## src/rtl/m1_reset_seq_if.sv

```systemverilog
// m1_reset_seq_if
// Groups the CPU-side signals of the rPLL -> EMPU M1 reset sequencer.
//   pll_lock_i    PLL lock, asynchronous to the sequencer clock
//   LOCKUP_i      M1 LOCKUP output
//   sw_rst_req_i  software reset request (level; the synchronised rising edge acts)
//   hwRstn_o      active-low CPU reset, registered
//   rst_cause_o   last reset cause: 0 power/hwRst, 1 lock loss, 2 software, 3 lockup
//   rst_count_o   resets since hwRst, saturating at 255
//   run_o         high while the sequencer is in RUN
// slave: the sequencer side. master: the surrounding system side.
interface m1_reset_seq_if;
    logic       pll_lock_i;
    logic       LOCKUP_i;
    logic       sw_rst_req_i;
    logic       hwRstn_o;
    logic [1:0] rst_cause_o;
    logic [7:0] rst_count_o;
    logic       run_o;

    modport slave (
        input  pll_lock_i, LOCKUP_i, sw_rst_req_i,
        output hwRstn_o, rst_cause_o, rst_count_o, run_o
    );

    modport master (
        output pll_lock_i, LOCKUP_i, sw_rst_req_i,
        input  hwRstn_o, rst_cause_o, rst_count_o, run_o
    );
endinterface

```

## src/rtl/m1_reset_seq.sv

```systemverilog
// m1_reset_seq
// Reset sequencer between the rPLL and the EMPU M1 core. Synchronises PLL lock,
// waits for a stable lock window, holds the CPU in reset for a minimum time and
// re-resets it on lock loss, software request or sustained LOCKUP.
// Ports:
//   HCLK_i   PLL output clock (200 MHz)
//   hwRst_i  asynchronous reset, active-high
//   bus      m1_reset_seq_if.slave (lock/LOCKUP/sw request in, CPU reset and status out)
//
// state     | meaning
// WAIT_LOCK | synced lock low, CPU held in reset
// STABLE    | lock high, counting the stability window
// HOLD      | lock stable, holding CPU reset for the minimum time
// RUN       | CPU released; watching for lock loss, sw request, LOCKUP
module m1_reset_seq #(
    parameter int SYNC_STAGES     = 2,
    parameter int LOCK_STABLE_CYC = 1024,
    parameter int HOLD_CYC        = 64,
    parameter int LOCKUP_CYC      = 16,
    parameter bit LOCKUP_RST_EN   = 1'b1
) (
    input  logic            HCLK_i,
    input  logic            hwRst_i,
    m1_reset_seq_if.slave   bus
);

    localparam int SW = $clog2(LOCK_STABLE_CYC) + 1;
    localparam int HW = $clog2(HOLD_CYC) + 1;
    localparam int LW = $clog2(LOCKUP_CYC) + 1;

    localparam logic [SW-1:0] STAB_LAST = SW'(LOCK_STABLE_CYC - 1);
    localparam logic [HW-1:0] HOLD_LAST = HW'(HOLD_CYC - 1);
    localparam logic [LW-1:0] LU_LAST   = LW'(LOCKUP_CYC - 1);
    localparam logic [LW-1:0] LU_MAX    = LW'(LOCKUP_CYC);

    typedef enum logic [1:0] {
        WAIT_LOCK = 2'd0,
        STABLE    = 2'd1,
        HOLD      = 2'd2,
        RUN       = 2'd3
    } state_t;

    state_t                 state;
    logic [SYNC_STAGES-1:0] lk_sync;
    logic [SYNC_STAGES-1:0] lu_sync;
    logic [SYNC_STAGES-1:0] sr_sync;
    logic                   sr_d1;
    logic [SW-1:0]          stab_cnt;
    logic [HW-1:0]          hold_cnt;
    logic [LW-1:0]          lu_cnt;
    logic                   hwrstn_q;
    logic                   run_q;
    logic [1:0]             cause_q;
    logic [7:0]             count_q;

    logic lk, lu, sr, sr_rise;

    assign lk      = lk_sync[SYNC_STAGES-1];
    assign lu      = lu_sync[SYNC_STAGES-1];
    assign sr      = sr_sync[SYNC_STAGES-1];
    assign sr_rise = sr & ~sr_d1;

    assign bus.hwRstn_o    = hwrstn_q;
    assign bus.run_o       = run_q;
    assign bus.rst_cause_o = cause_q;
    assign bus.rst_count_o = count_q;

    always_ff @(posedge HCLK_i or posedge hwRst_i) begin
        if (hwRst_i) begin
            state    <= WAIT_LOCK;
            lk_sync  <= '0;
            lu_sync  <= '0;
            sr_sync  <= '0;
            sr_d1    <= 1'b0;
            stab_cnt <= '0;
            hold_cnt <= '0;
            lu_cnt   <= '0;
            hwrstn_q <= 1'b0;
            run_q    <= 1'b0;
            cause_q  <= 2'd0;
            count_q  <= 8'd0;
        end else begin
            lk_sync <= {lk_sync[SYNC_STAGES-2:0], bus.pll_lock_i};
            lu_sync <= {lu_sync[SYNC_STAGES-2:0], bus.LOCKUP_i};
            sr_sync <= {sr_sync[SYNC_STAGES-2:0], bus.sw_rst_req_i};
            sr_d1   <= sr;

            case (state)
                WAIT_LOCK: begin
                    stab_cnt <= '0;
                    hold_cnt <= '0;
                    lu_cnt   <= '0;
                    if (lk) state <= STABLE;
                end
                STABLE: begin
                    if (!lk) begin
                        state    <= WAIT_LOCK;
                        stab_cnt <= '0;
                    end else if (stab_cnt == STAB_LAST) begin
                        state    <= HOLD;
                        hold_cnt <= '0;
                    end else begin
                        stab_cnt <= stab_cnt + 1'b1;
                    end
                end
                HOLD: begin
                    if (!lk) begin
                        state <= WAIT_LOCK;
                    end else if (hold_cnt == HOLD_LAST) begin
                        state    <= RUN;
                        hwrstn_q <= 1'b1;
                        run_q    <= 1'b1;
                        lu_cnt   <= '0;
                    end else begin
                        hold_cnt <= hold_cnt + 1'b1;
                    end
                end
                RUN: begin
                    // Any exit: drop reset in the same edge, log cause, bump count.
                    if (!lk || sr_rise || (LOCKUP_RST_EN && lu && lu_cnt >= LU_LAST)) begin
                        hwrstn_q <= 1'b0;
                        run_q    <= 1'b0;
                        lu_cnt   <= '0;
                        hold_cnt <= '0;
                        stab_cnt <= '0;
                        if (count_q != 8'hFF) count_q <= count_q + 8'd1;
                        if (!lk) begin
                            state   <= WAIT_LOCK;
                            cause_q <= 2'd1;
                        end else if (sr_rise) begin
                            state   <= HOLD;
                            cause_q <= 2'd2;
                        end else begin
                            state   <= HOLD;
                            cause_q <= 2'd3;
                        end
                    end else if (!lu) begin
                        lu_cnt <= '0;
                    end else if (lu_cnt != LU_MAX) begin
                        lu_cnt <= lu_cnt + 1'b1;
                    end
                end
                default: state <= WAIT_LOCK;
            endcase
        end
    end

endmodule

```

## src/flat_wrapper.sv

```systemverilog
// flat-port wrapper written by rule: the top's interface ports become plain ports
module m1_reset_seq_flat 
#(
    parameter int SYNC_STAGES     = 2,
    parameter int LOCK_STABLE_CYC = 1024,
    parameter int HOLD_CYC        = 64,
    parameter int LOCKUP_CYC      = 16,
    parameter bit LOCKUP_RST_EN   = 1'b1
)
  (HCLK_i, hwRst_i, bus_pll_lock_i, bus_LOCKUP_i, bus_sw_rst_req_i, bus_hwRstn_o, bus_rst_cause_o, bus_rst_count_o, bus_run_o);
  m1_reset_seq_if bus_i ();
  input  logic HCLK_i;
  input  logic hwRst_i;
  input wire logic [$bits(bus_i.pll_lock_i)-1:0] bus_pll_lock_i;
  input wire logic [$bits(bus_i.LOCKUP_i)-1:0] bus_LOCKUP_i;
  input wire logic [$bits(bus_i.sw_rst_req_i)-1:0] bus_sw_rst_req_i;
  output wire logic [$bits(bus_i.hwRstn_o)-1:0] bus_hwRstn_o;
  output wire logic [$bits(bus_i.rst_cause_o)-1:0] bus_rst_cause_o;
  output wire logic [$bits(bus_i.rst_count_o)-1:0] bus_rst_count_o;
  output wire logic [$bits(bus_i.run_o)-1:0] bus_run_o;
  assign bus_i.pll_lock_i = bus_pll_lock_i;
  assign bus_i.LOCKUP_i = bus_LOCKUP_i;
  assign bus_i.sw_rst_req_i = bus_sw_rst_req_i;
  assign bus_hwRstn_o = bus_i.hwRstn_o;
  assign bus_rst_cause_o = bus_i.rst_cause_o;
  assign bus_rst_count_o = bus_i.rst_count_o;
  assign bus_run_o = bus_i.run_o;
  m1_reset_seq #(.SYNC_STAGES(SYNC_STAGES), .LOCK_STABLE_CYC(LOCK_STABLE_CYC), .HOLD_CYC(HOLD_CYC), .LOCKUP_CYC(LOCKUP_CYC), .LOCKUP_RST_EN(LOCKUP_RST_EN)) u_core (.HCLK_i(HCLK_i), .hwRst_i(hwRst_i), .bus(bus_i));
endmodule
```

## config.mk

```make
export PLATFORM = sky130hd
export DESIGN_NAME = m1_reset_seq_flat
export DESIGN_NICKNAME = d
export VERILOG_FILES = /design/src/rtl/m1_reset_seq_if.sv /design/src/rtl/m1_reset_seq.sv /design/src/flat_wrapper.sv
export SDC_FILE = /design/constraint.sdc
export NUM_CORES = 1
export LEC_CHECK = 0
export ABC_AREA = 0
export BUFFER_PORTS_ARGS = -buffer_cell sky130_fd_sc_hd__buf_4
export CAP_MARGIN = 20
export CORE_MARGIN = 4
export CORE_UTILIZATION = 50
export CTS_CLUSTER_SIZE = 28
export DETAILED_ROUTE_END_ITERATION = 12
export HOLD_SLACK_MARGIN = 0.08
export PLACE_DENSITY = 0.77
export SLEW_MARGIN = 20
export SYNTH_ARGS = -nofsm -noshare
export SYNTH_HDL_FRONTEND = slang
export SYNTH_SLANG_ARGS = --single-unit
```

## constraint.sdc

```tcl
create_clock -name HCLK_i -period 2.23 [get_ports HCLK_i]
set_input_delay 0.1115 -clock HCLK_i [delete_from_list [all_inputs] [get_ports HCLK_i]]
set_output_delay 0.1115 -clock HCLK_i [all_outputs]
set_load 0.005 [all_outputs]
```

### Yosys cells after proc, flatten, opt, wreduce, memory -nomap -nowiden

Index checks and enable logic that the tools add are counted.

| word-level totals | value |
|---|---|
| register bits after elaboration | 43 |
| logic and storage cells | 81 |
| output and inout port bits | 12 |

| operators by class | value |
|---|---|
| add/subtract/negate cells | 4 |
| reduce and logical (&&, ||, !) cells | 15 |
| equality and inequality tests | 18 |
| muxes and demuxes | 30 |
| bitwise operators | 2 |
| magnitude comparators | 1 |

Operators with widths:

| operator | count |
|---|---|
| $mux 7 | 5 |
| $mux 11 | 3 |
| $pmux 11 s3 | 1 |
| $pmux 7 s4 | 1 |
| $mux 5 | 5 |
| $mux 2 | 8 |
| $pmux 5 s3 | 1 |
| $ne 2x1->1 const B | 6 |
| $reduce_and 4->1 | 3 |
| $add 11x1->11 const B | 1 |
| $eq 11x10->1 const B | 1 |
| $ne 3x3->1 const B | 3 |
| $add 8x1->8 const B | 1 |
| $ne 8x8->1 const B | 1 |
| $pmux 2 s4 | 1 |
| $add 7x1->7 const B | 1 |
| $eq 7x6->1 const B | 1 |
| $reduce_and 3->1 | 2 |
| $reduce_bool 3->1 | 2 |
| $add 5x1->5 const B | 1 |
| $ge 5x4->1 const B | 1 |
| $ne 5x5->1 const B | 1 |
| $reduce_and 5->1 | 1 |
| $eq 2x2->1 const B | 2 |
| other kinds (13) | 17 |

### Depth between registers and ports, before layout

Gate-level depths: netlist of run 1.

| logic depth | value |
|---|---|
| depth in word-level cells | 6 |
| mapped depth | 9 |
| gate-level depth less buffers | 8 |

### Least setup slack after synthesis of run 1

OpenSTA, ideal clock, no wires.

| timing path | value |
|---|---|
| path type | reg2reg |
| from | register u_core.lu_cnt[0] |
| to | register u_core.count_q[1], in the netlist u_core.bus.rst_count_o[1] |
| setup slack | -0.140 ns |
| cell stages (with the launch flop) | 10 |
| setup time | 0.128 ns |
| buffers on the path | 1 |
| clock period less this slack | 2.370 ns |
| arrival | 2.243 ns |
| data required time | 2.102 ns |
| cell sequence | dfrtp_1 -> ha_1 -> and3_1 -> ha_1 -> o21a_1 -> a211oi_1 -> a21oi_1 -> buf_2 -> nand2_1 -> mux2_1 |

| between the ends | value |
|---|---|
| word-level cells in the longest chain between the ends | 4 |

RTL lines:

| element | RTL line | source |
|---|---|---|
| start: declaration | m1_reset_seq.sv:50 | `logic [LW-1:0] lu_cnt;` |
| start signal: assignment | m1_reset_seq.sv:140 | `lu_cnt <= lu_cnt + 1'b1;` |
| $ge 5x4->1 | m1_reset_seq.sv:120 | `if (!lk \|\| sr_rise \|\| (LOCKUP_RST_EN && lu && lu_cnt >= LU_LAST)) begin` |
| $logic_and 1x1->1 | m1_reset_seq.sv:120 |  |
| $logic_or 1x1->1 | m1_reset_seq.sv:120 |  |
| $reduce_and 3->1 (no line) | n/a |  |
| end signal: assignment | m1_reset_seq.sv:126 | `if (count_q != 8'hFF) count_q <= count_q + 8'd1;` |
| end: declaration | m1_reset_seq.sv:54 | `logic [7:0] count_q;` |

No other way between the ends.
A chain may end at the register's enable or synchronous reset.

### Worst setup path in the final report of run 1

| timing path | value |
|---|---|
| from | register u_core.lu_cnt[0] |
| to | register u_core.stab_cnt[3] |

| between the ends | value |
|---|---|
| word-level cells in the longest chain between the ends | 5 |

RTL lines:

| element | RTL line | source |
|---|---|---|
| $ge 5x4->1 | m1_reset_seq.sv:120 |  |
| $logic_and 1x1->1 | m1_reset_seq.sv:120 |  |
| $logic_or 1x1->1 | m1_reset_seq.sv:120 |  |
| $ne 2x1->1 (no line) | n/a |  |
| $reduce_and 3->1 (no line) | n/a |  |
| end signal: assignment | m1_reset_seq.sv:103 | `stab_cnt <= stab_cnt + 1'b1;` |
| end: declaration | m1_reset_seq.sv:48 | `logic [SW-1:0] stab_cnt;` |

No other way between the ends.

==> flow_metrics.env, run 1 <==
export IMPL_worst_clock_skew_ps=7.584
export IMPL_global_route_overflow_total=0
export IMPL_maxCapViolations=0
export IMPL_synth_seq_cells=43
export IMPL_finalPower_uw=1471
export IMPL_layout_cells_non_filler=287
export IMPL_route_vias_total=1712
export IMPL_power_density_nw_per_um2=567.8
export IMPL_gp_congestion=0.8119
export IMPL_finalCriticalPeriod_ps=2155
export IMPL_die_area_sq_um=5393
export IMPL_count_of_warnings_emitted_by_yosys=0
export IMPL_post_synthesis_sequential_area_ratio=0.5026
export IMPL_synthesis_area_per_instance_sq_um=10.49
export IMPL_rsz0062_at_grt="yes"
export IMPL_crit_path_max_fanout=10
export IMPL_layout_nets=247
export IMPL_antenna_violating_nets_post_route=0
export IMPL_chipHeight_um=73.44
export IMPL_timing_final_max_slew_violations=0
export IMPL_syn_inst=204
export IMPL_setup_total_negative_slack_ps=0
export IMPL_setup_buffers_after_cts=0
export IMPL_syn2layout_area_growth_pct=21.04
export IMPL_critical_path_start_end_classification="flip-flop to flip-flop"
export IMPL_required_arrival_time_at_the_worst_endpoint_ps=2460
export IMPL_start_util=0.5276
export IMPL_dp_hpwl_um=2838
export IMPL_avgViaCountPerCell=5.965
export IMPL_hold_path_class="flip-flop to flip-flop"
export IMPL_grt_antenna_before_repair=0
export IMPL_layout_worst_path_cycle_share=0.9661
export IMPL_grt_usage=0.1747
export IMPL_grt_pass1_vias=1522
export IMPL_post_detailed_route_wirelength_per_cell_um=15.58
export IMPL_synth_main_ff_cell="sky130_fd_sc_hd__dfrtp_1"
export IMPL_cts_sink_count=43
export IMPL_clock_tree_from_tritoncts="built"
export IMPL_cellLeakagePower_uw=0.001184
export IMPL_final_hold_fails=0
export IMPL_main_combinational_cell_family_by_area_after_synthesis="simple AND/OR/NAND/NOR gates"
export IMPL_final_core_util=0.6386
export IMPL_mappedNetlistArea_sq_um=2141
export IMPL_ioPinCount=17
export IMPL_synth_lib_cells_used_distinct=46
export IMPL_arrival_time_reported_for_the_critical_path_endpoint_ps=2390
export IMPL_detail_route_drc_violations=0
export IMPL_htree_levels=2
export IMPL_muxShareOfSynthArea=0.02104
export IMPL_iter_0_drt_violations=167
export IMPL_cts_inserted_buffers=5
export IMPL_timing_fmax_mhz=464.1
export IMPL_post_synth_and_or_nand_nor_area_fraction=0.2063
export IMPL_synth_xor_area_share=0.03273
export IMPL_async_reset_ff_frac=1.000
export IMPL_row_count=23
export IMPL_route_final_wire_length_um=4471
export IMPL_synth_fp_nets=215
export IMPL_crit_path_start_kind="flip-flop"
export IMPL_setup_viol=0
export IMPL_first_pass_grt_wire_length_um=7176
export IMPL_compound_gate_portion_of_the_synthesized_area=0.1613
export IMPL_stdcell_area_sq_um=2591
export IMPL_timing_worst_slew_pin_value_ps=779.1
export IMPL_die_width_um=73.44
export IMPL_post_place_cells=274
export IMPL_io_buffers=16
export IMPL_slew_limit_headroom=0.4774
export IMPL_core_sq_um=4058
export IMPL_peakVddDrop_uv=537.0
export IMPL_post_route_cells_drive_above_1_share=0.2278
export IMPL_grt_start_max_net_pins=23
export IMPL_run_status="complete, no violations"
export IMPL_synth_fa_ha_area_frac=0.03507
export IMPL_insertion_delay_ps=300
export IMPL_antenna_diode_count=0
export IMPL_clock_root_buffer="sky130_fd_sc_hd__clkbuf_8"
export IMPL_cts_path_max_buffers=2
export IMPL_drt_pass1_iter_count=6
export IMPL_endpoint_kind_of_the_worst_setup_timing_path="flip-flop"
export IMPL_number_of_flops_mapped_to_enable_cells_by_yosys=0
export IMPL_clk_transition_reported_paths_ps=90
export IMPL_placement_cell_area_sq_um=2369
-- critical path, cell delays in order, from the launching register on --
cell	delay (ps)
sky130_fd_sc_hd__dfrtp_1	370
sky130_fd_sc_hd__ha_2	180
sky130_fd_sc_hd__and3_4	180
sky130_fd_sc_hd__ha_4	110
sky130_fd_sc_hd__o21a_1	110
sky130_fd_sc_hd__a211oi_2	50
sky130_fd_sc_hd__buf_4	160
sky130_fd_sc_hd__a31o_4	260
sky130_fd_sc_hd__or4_1	520
sky130_fd_sc_hd__a21oi_1	140
-- cells in the final DEF, fill, tap and decap left out, types with 4 or more instances in the layout --
master and instances:
sky130_fd_sc_hd__nor2b_1 4, sky130_fd_sc_hd__inv_1 5, sky130_fd_sc_hd__buf_4 30, sky130_fd_sc_hd__ha_1 4, sky130_fd_sc_hd__a31oi_1 4, sky130_fd_sc_hd__o31ai_1 5
sky130_fd_sc_hd__a21o_1 4, sky130_fd_sc_hd__xnor2_1 7, sky130_fd_sc_hd__dfrtp_1 43, sky130_fd_sc_hd__nand2_1 15, sky130_fd_sc_hd__dlygate4sd3_1 4, sky130_fd_sc_hd__nand3_1 14
sky130_fd_sc_hd__and3_1 4, sky130_fd_sc_hd__nand4_1 8, sky130_fd_sc_hd__a21oi_1 8, sky130_fd_sc_hd__clkbuf_8 5, sky130_fd_sc_hd__nor2_1 8, sky130_fd_sc_hd__o21ai_0 12
-- where the power goes --
part	switching [uW]	leakage, uW	total [uW]	internal [uW]
clock network	281	0.0000581	614	334
registers	6.83	0.000581	795	788
logic	37.1	0.000544	62.5	25.4
total	324	0.00118	1470	1150
-- through the flow --
stage | setup slack (ps) | hold slack [ps]
2_1_floorplan | 18.73 | 142.9
3_3_place_gp | 51.43 | 190.0
3_5_place_dp | -32.94 | 195.2
4_1_cts | 25.50 | 364.7
5_1_grt | -16.64 | 365.2
6_report | 75.49 | 359.5
-- metal layers --
layer  vias up  part of all wire  GRT usage
met4         0             0.017    0.07646
li1        817                 -          -
met2        39              0.50     0.2612
met5         -                 0          0
met1       849              0.45     0.2409
met3         7             0.036    0.04378
-- logic make-up (layout without fill, tap and decap cells) --
group / Yosys count / in the layout
AO/OA/AOI/OAI: 50 / 51
multiplexers: 4 / 4
AND/OR/NAND/NOR: 77 / 77
adder cells (fa/ha/maj): 6 / 6
flip-flops: 43 / 43
buffers and inverters: 16 / 48
XOR/XNOR: 8 / 8
-- worst paths after layout --
kind,end,slack [ps],cells after the start,from
setup reg to reg,u_core.stab_cnt[3],80,9,u_core.lu_cnt[0]
min in group asynchronous,u_core.stab_cnt[5],410,3,hwRst_i
max in group asynchronous,u_core.sr_sync[1],1220,4,hwRst_i
hold / removal,u_core.lk_sync[1],360,0,u_core.lk_sync[0]
hold reg to reg,u_core.lk_sync[1],360,0,u_core.lk_sync[0]
setup / recovery,u_core.stab_cnt[3],80,9,u_core.lu_cnt[0]
-- registers in the layout, indices dropped and copies added, names as in the netlist --
signal / flops
u_core.stab_cnt: 11
u_core.bus.rst_count_o: 8
u_core.hold_cnt: 7
u_core.lu_cnt: 5
u_core.bus.rst_cause_o: 2
u_core.lk_sync: 2
u_core.lu_sync: 2
u_core.sr_sync: 2
u_core.state: 2
u_core.bus.hwRstn_o: 1
u_core.sr_d1: 1
-- cell type report --
| type | instances | area (sq um) |
|---|---|---|
| Sequential cell | 43 | 1076 |
| Multi-Input combinational cell | 146 | 1052 |
| Clock inverter | 3 | 43.79 |
| Inverter | 6 | 22.52 |
| Fill cell | 313 | 1466 |
| Timing Repair Buffer | 34 | 265.3 |
| Clock buffer | 5 | 68.82 |
| Tap cell | 50 | 62.56 |
-- Yosys cell counts, types with 2 or more instances --
cell | number | share of area
sky130_fd_sc_hd__o21ai_0 | 12 | 0.028
sky130_fd_sc_hd__nand2_1 | 15 | 0.026
sky130_fd_sc_hd__and2b_1 | 2 | 0.0070
sky130_fd_sc_hd__and3_1 | 5 | 0.015
sky130_fd_sc_hd__nor3b_1 | 4 | 0.014
sky130_fd_sc_hd__nand2b_1 | 2 | 0.0058
sky130_fd_sc_hd__nor2b_1 | 4 | 0.012
sky130_fd_sc_hd__dfrtp_1 | 43 | 0.50
sky130_fd_sc_hd__o21a_1 | 2 | 0.0070
sky130_fd_sc_hd__nand3_1 | 14 | 0.033
sky130_fd_sc_hd__nand4_1 | 8 | 0.023
sky130_fd_sc_hd__or4_1 | 4 | 0.014
sky130_fd_sc_hd__xnor2_1 | 7 | 0.029
sky130_fd_sc_hd__mux2_2 | 2 | 0.011
sky130_fd_sc_hd__nor2_1 | 8 | 0.014
sky130_fd_sc_hd__and3b_1 | 2 | 0.0082
sky130_fd_sc_hd__and4_1 | 3 | 0.012
sky130_fd_sc_hd__ha_1 | 6 | 0.035
sky130_fd_sc_hd__o31ai_1 | 5 | 0.018
sky130_fd_sc_hd__clkbuf_1 | 5 | 0.0088
sky130_fd_sc_hd__a31oi_1 | 4 | 0.012
sky130_fd_sc_hd__mux2_1 | 2 | 0.011
sky130_fd_sc_hd__buf_6 | 3 | 0.016
sky130_fd_sc_hd__a21oi_1 | 10 | 0.023
sky130_fd_sc_hd__a21o_1 | 4 | 0.014
sky130_fd_sc_hd__inv_1 | 6 | 0.011
sky130_fd_sc_hd__or3_1 | 3 | 0.0088
-- timing repair --
item / in CTS / in global routing
hold endpoints to repair: 23 / 0
setup endpoints to repair: 6 / 12
gates resized for setup: 1 / 11
hold buffers: 4 / 0
cloned: 0 / 1
pin swaps: 0 / 9
Note: power is estimated with default switching activity, not from simulation.
==> run 2: changes to the inputs <==
- RECOVER_POWER: default -> 25
==> flow_metrics.env, run 2 (synthesized netlist as in run 1, its figures left out) <==
export IMPL_run_status="complete, no violations"
export IMPL_crit_path_start_kind="flip-flop"
export IMPL_most_common_layout_cells="sky130_fd_sc_hd__dfrtp_1 (43), sky130_fd_sc_hd__buf_4 (26), sky130_fd_sc_hd__nand2_1 (15)"
export IMPL_power_density_nw_per_um2=568.6
export IMPL_final_fill_count=313
export IMPL_grt_antenna_before_repair=0
export IMPL_crit_path_max_fanout=10
export IMPL_syn2layout_area_growth_pct=21.04
export IMPL_rsz0062_at_grt="yes"
export IMPL_peakVddDrop_uv=540.3
export IMPL_hold_path_class="flip-flop to flip-flop"
export IMPL_die_width_um=73.44
export IMPL_layout_nets=247
export IMPL_post_detailed_route_wirelength_per_cell_um=15.59
export IMPL_largest_register_ff_count=11
export IMPL_detail_route_drc_violations=0
export IMPL_largest_register="u_core.stab_cnt"
export IMPL_gp_congestion=0.8119
export IMPL_iter_0_drt_violations=148
export IMPL_holdWs_ps=359.4
export IMPL_setup_buffers_after_cts=0
export IMPL_maxCapViolations=0
export IMPL_grtUsageMet1=0.2409
export IMPL_clock_tree_from_tritoncts="built"
export IMPL_dp_hpwl_um=2838
export IMPL_first_pass_grt_wire_length_um=7176
export IMPL_use_met2=0.2612
export IMPL_route_final_wire_length_um=4475
export IMPL_htree_levels=2
export IMPL_clk_transition_reported_paths_ps=90
export IMPL_arrival_time_reported_for_the_critical_path_endpoint_ps=2390
export IMPL_antenna_diode_count=0
export IMPL_start_util=0.5276
export IMPL_grt_usage=0.1747
export IMPL_avgViaCountPerCell=5.958
export IMPL_cts_path_max_buffers=2
export IMPL_insertion_delay_ps=300
export IMPL_cts_sink_count=43
export IMPL_timing_fmax_mhz=463.9
export IMPL_core_sq_um=4058
export IMPL_grt_busiest_layer="met2"
export IMPL_final_hold_fails=0
export IMPL_drt_pass1_iter_count=6
export IMPL_slew_limit_headroom=0.4734
export IMPL_clock_root_buffer="sky130_fd_sc_hd__clkbuf_8"
export IMPL_die_area_sq_um=5393
export IMPL_cellLeakagePower_uw=0.001183
export IMPL_finalPower_uw=1473
export IMPL_layout_worst_path_cycle_share=0.9666
export IMPL_grtUsageMet3=0.04378
export IMPL_grt_start_max_net_pins=23
export IMPL_route_vias_total=1710
export IMPL_post_route_worst_setup_slack_ps=74.57
export IMPL_antenna_violating_nets_post_route=0
export IMPL_required_arrival_time_at_the_worst_endpoint_ps=2470
export IMPL_cts_inserted_buffers=5
export IMPL_layout_cells_most_common="sky130_fd_sc_hd__dfrtp_1"
export IMPL_timing_worst_slew_pin_value_ps=785.1
export IMPL_setup_viol=0
export IMPL_global_route_overflow_total=0
export IMPL_preCtsSetupSlack_ps=-32.94
export IMPL_endpoint_kind_of_the_worst_setup_timing_path="flip-flop"
export IMPL_io_buffers=16
export IMPL_grt_pass1_vias=1522
export IMPL_post_route_cells_drive_above_1_share=0.2278
export IMPL_sequential_cell_area_sq_um=1076
export IMPL_ioPinCount=17
export IMPL_row_count=23
export IMPL_worst_clock_skew_ps=7.912
export IMPL_finalCriticalPeriod_ps=2155
export IMPL_chipHeight_um=73.44
export IMPL_timing_final_max_slew_violations=0
export IMPL_critical_path_start_end_classification="flip-flop to flip-flop"
export IMPL_multi_input_area_sq_um=1052
==> run 2: changes by cell type in the layout (fill, tap and decap cells not counted) <==
cell / change
sky130_fd_sc_hd__buf_4: -4
sky130_fd_sc_hd__clkbuf_4: +4
==> run 2: critical path: stages (launching register included) <==
cell and delay [ps]:
sky130_fd_sc_hd__dfrtp_1 370, sky130_fd_sc_hd__ha_2 180, sky130_fd_sc_hd__and3_4 180, sky130_fd_sc_hd__ha_4 110
sky130_fd_sc_hd__o21a_1 110, sky130_fd_sc_hd__a211oi_2 50, sky130_fd_sc_hd__buf_4 160, sky130_fd_sc_hd__a31o_4 260
sky130_fd_sc_hd__or4_1 520, sky130_fd_sc_hd__a21oi_1 140
==> run 2: report_power, final <==
part / switching [uW] / total [uW] / internal (uW)
clock: 283 / 617 / 334
sequential: 6.86 / 795 / 788
combinational: 37.1 / 62.1 / 25.0
total: 327 / 1470 / 1150
==> run 2: area by class of cell <==
class	instances	share of cell area
Sequential cell	43	0.4153
Multi-Input combinational cell	146	0.4061
Timing Repair Buffer	34	0.1024
Clock buffer	5	0.02656
Tap cell	50	0.02414
Clock inverter	3	0.01690
Inverter	6	0.008691
==> run 2: path summary, 6_finish.rpt <==
check / from / to / slack, ps / depth (start not counted)
max: u_core.lu_cnt[0] / u_core.stab_cnt[3] / 70 / 9
min: u_core.lk_sync[0] / u_core.lk_sync[1] / 360 / 0
min in group asynchronous: hwRst_i / u_core.stab_cnt[5] / 410 / 3
max in group asynchronous: hwRst_i / u_core.sr_sync[1] / 1220 / 4
max reg2reg: u_core.lu_cnt[0] / u_core.stab_cnt[3] / 70 / 9
min reg2reg: u_core.lk_sync[0] / u_core.lk_sync[1] / 360 / 0
==> run 2: through the flow <==
stage | area [sq um] | TNS, ps | utilization | cells
after floorplan | 2146 | 0 | - | 204
after global placement | 2369 | 0 | 0.5837 | 274
after detailed placement | 2369 | -43.60 | 0.5837 | 274
after CTS | 2530 | 0 | 0.6235 | 286
after global routing | 2591 | -53.74 | 0.6386 | 287
final | 2591 | 0 | 0.6386 | 287
==> run 2: per-layer routing <==
layer / vias to the layer above / share of wire
met5: - / 0
met4: 0 / 0.016
met3: 5 / 0.041
met2: 41 / 0.50
met1: 849 / 0.44
li1: 815 / -
==> run 2: what timing repair did <==
| action | 4_1_cts | 5_1_grt |
|---|---|---|
| resized for setup | 1 | 11 |
| pin swaps | 0 | 9 |
| endpoints found under the hold margin | 23 | 0 |
| hold buffers | 4 | 0 |
| gates cloned | 0 | 1 |
| endpoints found under the setup margin | 6 | 12 |
==> run 3: changes to the inputs <==
- ABC_CLOCK_PERIOD_IN_PS: default -> 2230
- SETUP_SLACK_MARGIN: default -> 0.2
==> flow_metrics.env, run 3 (synthesized netlist as in run 1, its figures left out) <==
export IMPL_global_route_overflow_total=0
export IMPL_layout_nets=254
export IMPL_post_route_cells_drive_above_1_share=0.2951
export IMPL_hold_path_class="flip-flop to flip-flop"
export IMPL_route_vias_total=1708
export IMPL_start_util=0.5276
export IMPL_final_hold_fails=0
export IMPL_avgViaCountPerCell=5.810
export IMPL_die_area_sq_um=5393
export IMPL_cts_inserted_buffers=5
export IMPL_rsz0062_at_grt="yes"
export IMPL_post_place_cells=267
export IMPL_required_arrival_time_at_the_worst_endpoint_ps=2440
export IMPL_layout_worst_path_cycle_share=0.9662
export IMPL_grt_usage=0.1778
export IMPL_critPathMaxStageDelay_ps=370
export IMPL_core_sq_um=4058
export IMPL_slew_limit_headroom=0.2970
export IMPL_critical_path_slowest_cell="sky130_fd_sc_hd__dfrtp_1"
export IMPL_clock_root_buffer="sky130_fd_sc_hd__clkbuf_8"
export IMPL_layout_cells_most_common="sky130_fd_sc_hd__dfrtp_1"
export IMPL_clock_tree_from_tritoncts="built"
export IMPL_die_width_um=73.44
export IMPL_cp_cell_sequence="ha_2 > and3_4 > ha_4 > o21a_1 > a211oi_4 > a31o_4 > buf_6 > buf_6 > or3_1 > a21oi_1"
export IMPL_crit_path_start_kind="flip-flop"
export IMPL_preCtsSetupSlack_ps=41.05
export IMPL_largest_register_ff_count=11
export IMPL_post_route_worst_setup_slack_ps=75.32
export IMPL_route_final_wire_length_um=4488
export IMPL_most_common_layout_cells="sky130_fd_sc_hd__dfrtp_1 (43), sky130_fd_sc_hd__buf_4 (26), sky130_fd_sc_hd__nand3_1 (14), sky130_fd_sc_hd__nand2_1 (14)"
export IMPL_detail_route_drc_violations=0
export IMPL_timing_worst_slew_pin_value_ps=1055
export IMPL_maxCapViolations=0
export IMPL_power_density_nw_per_um2=500.2
export IMPL_timing_fmax_mhz=464.1
export IMPL_gp_congestion=0.7654
export IMPL_critical_path_top_delay_family="compound AO/OA/AOI/OAI gates"
export IMPL_grt_start_max_net_pins=44
export IMPL_ioPinCount=17
export IMPL_clk_transition_reported_paths_ps=90
export IMPL_cellLeakagePower_uw=0.001208
export IMPL_first_pass_grt_wire_length_um=7555
export IMPL_run_status="complete, no violations"
export IMPL_crit_path_max_fanout=6
export IMPL_worst_clock_skew_ps=7.537
export IMPL_critical_path_start_end_classification="flip-flop to flip-flop"
export IMPL_antenna_violating_nets_post_route=0
export IMPL_largest_register="u_core.stab_cnt"
export IMPL_syn2layout_area_growth_pct=25.66
export IMPL_drt_pass1_iter_count=4
export IMPL_dp_hpwl_um=2778
export IMPL_grt_pass1_vias=1717
export IMPL_insertion_delay_ps=290
export IMPL_setup_viol=0
export IMPL_endpoint_kind_of_the_worst_setup_timing_path="flip-flop"
export IMPL_chipHeight_um=73.44
export IMPL_finalCriticalPeriod_ps=2155
export IMPL_arrival_time_reported_for_the_critical_path_endpoint_ps=2370
export IMPL_finalPower_uw=1346
export IMPL_layout_cells_non_filler=294
export IMPL_critPathMostFrequentCell="sky130_fd_sc_hd__buf_6"
export IMPL_post_detailed_route_wirelength_per_cell_um=15.27
export IMPL_cts_path_max_buffers=2
export IMPL_peakVddDrop_uv=482.8
export IMPL_cts_sink_count=43
export IMPL_critical_path_buf_inv_count=2
export IMPL_row_count=23
export IMPL_antenna_diode_count=0
export IMPL_io_buffers=16
export IMPL_timing_final_max_slew_violations=0
export IMPL_grt_antenna_before_repair=0
export IMPL_iter_0_drt_violations=140
export IMPL_htree_levels=2
-- run 3: cell types whose count changed in the layout (fill, tap and decap cells not counted), moves of 2 or more --
cell | previous run | this run
sky130_fd_sc_hd__o21ai_0 | 12 | 6
sky130_fd_sc_hd__clkinvlp_4 | 0 | 2
sky130_fd_sc_hd__clkbuf_4 | 4 | 6
sky130_fd_sc_hd__o31ai_1 | 5 | 1
sky130_fd_sc_hd__o21ai_1 | 0 | 3
sky130_fd_sc_hd__o31ai_2 | 0 | 3
sky130_fd_sc_hd__buf_6 | 0 | 5
sky130_fd_sc_hd__o21ai_2 | 0 | 3
-- run 3: worst reg2reg max path, delay by kind of cell (launching register included) --
kind / cells / cell delay [ps]
AOI/OAI and AO/OA: 4 / 650
adders and majority gates: 2 / 310
buffers and inverters: 2 / 260
DFF: 1 / 370
and+or+nand+nor: 2 / 490
-- run 3: where the power goes --
| group | switching, uW | internal [uW] |
|---|---|---|
| logic | 38.7 | 26.1 |
| clock network | 269 | 218 |
| registers | 6.06 | 788 |
-- run 3: metal layers --
layer / GRT usage / routed length [um] / vias up
met5: 0 / 0 / -
met4: 0.06036 / 55 / 0
met3: 0.03557 / 189 / 7
met2: 0.2969 / 2245 / 50
met1: 0.2310 / 1997 / 821
li1: - / - / 830
-- run 3: metrics by stage --
step / TNS (ps) / util / cell area (sq um) / hold WS, ps
final: 0 / 0.6630 / 2690 / 357.9
after global routing: -42.22 / 0.6630 / 2690 / 373.4
after CTS: 0 / 0.6522 / 2646 / 358.2
after detailed placement: 0 / 0.5772 / 2342 / 222.4
after global placement: 0 / 0.5772 / 2342 / 220.8
after floorplan: 0 / - / 2181 / 142.9
-- run 3: timing repair --
action	CTS	global route
cloned	0	0
resized for setup	26	5
setup endpoints to repair	22	26
setup buffers	11	4
hold endpoints to repair	46	0
hold buffers	4	0
pin swaps	19	13
-- run 3: cell type report --
class / count / area, sq um
Multi-Input combinational cell: 145 / 1099
Clock buffer: 5 / 68.82
Tap cell: 50 / 62.56
Timing Repair Buffer: 42 / 341.6
Sequential cell: 43 / 1076
Fill cell: 312 / 1368
Clock inverter: 3 / 20.02
Inverter: 6 / 22.52
-- run 3: path summary, 6_finish.rpt --
check | startpoint | end | slack, ps | cells after the start
worst min register to register | u_core.lk_sync[0] | u_core.lk_sync[1] | 360 | 0
worst min-delay path | u_core.lk_sync[0] | u_core.lk_sync[1] | 360 | 0
max in group asynchronous | hwRst_i | u_core.stab_cnt[7] | 870 | 4
worst max register to register | u_core.lu_cnt[0] | u_core.stab_cnt[4] | 80 | 10
min in group asynchronous | hwRst_i | u_core.lu_cnt[2] | 710 | 4
worst max-delay path | u_core.lu_cnt[0] | u_core.stab_cnt[4] | 80 | 10
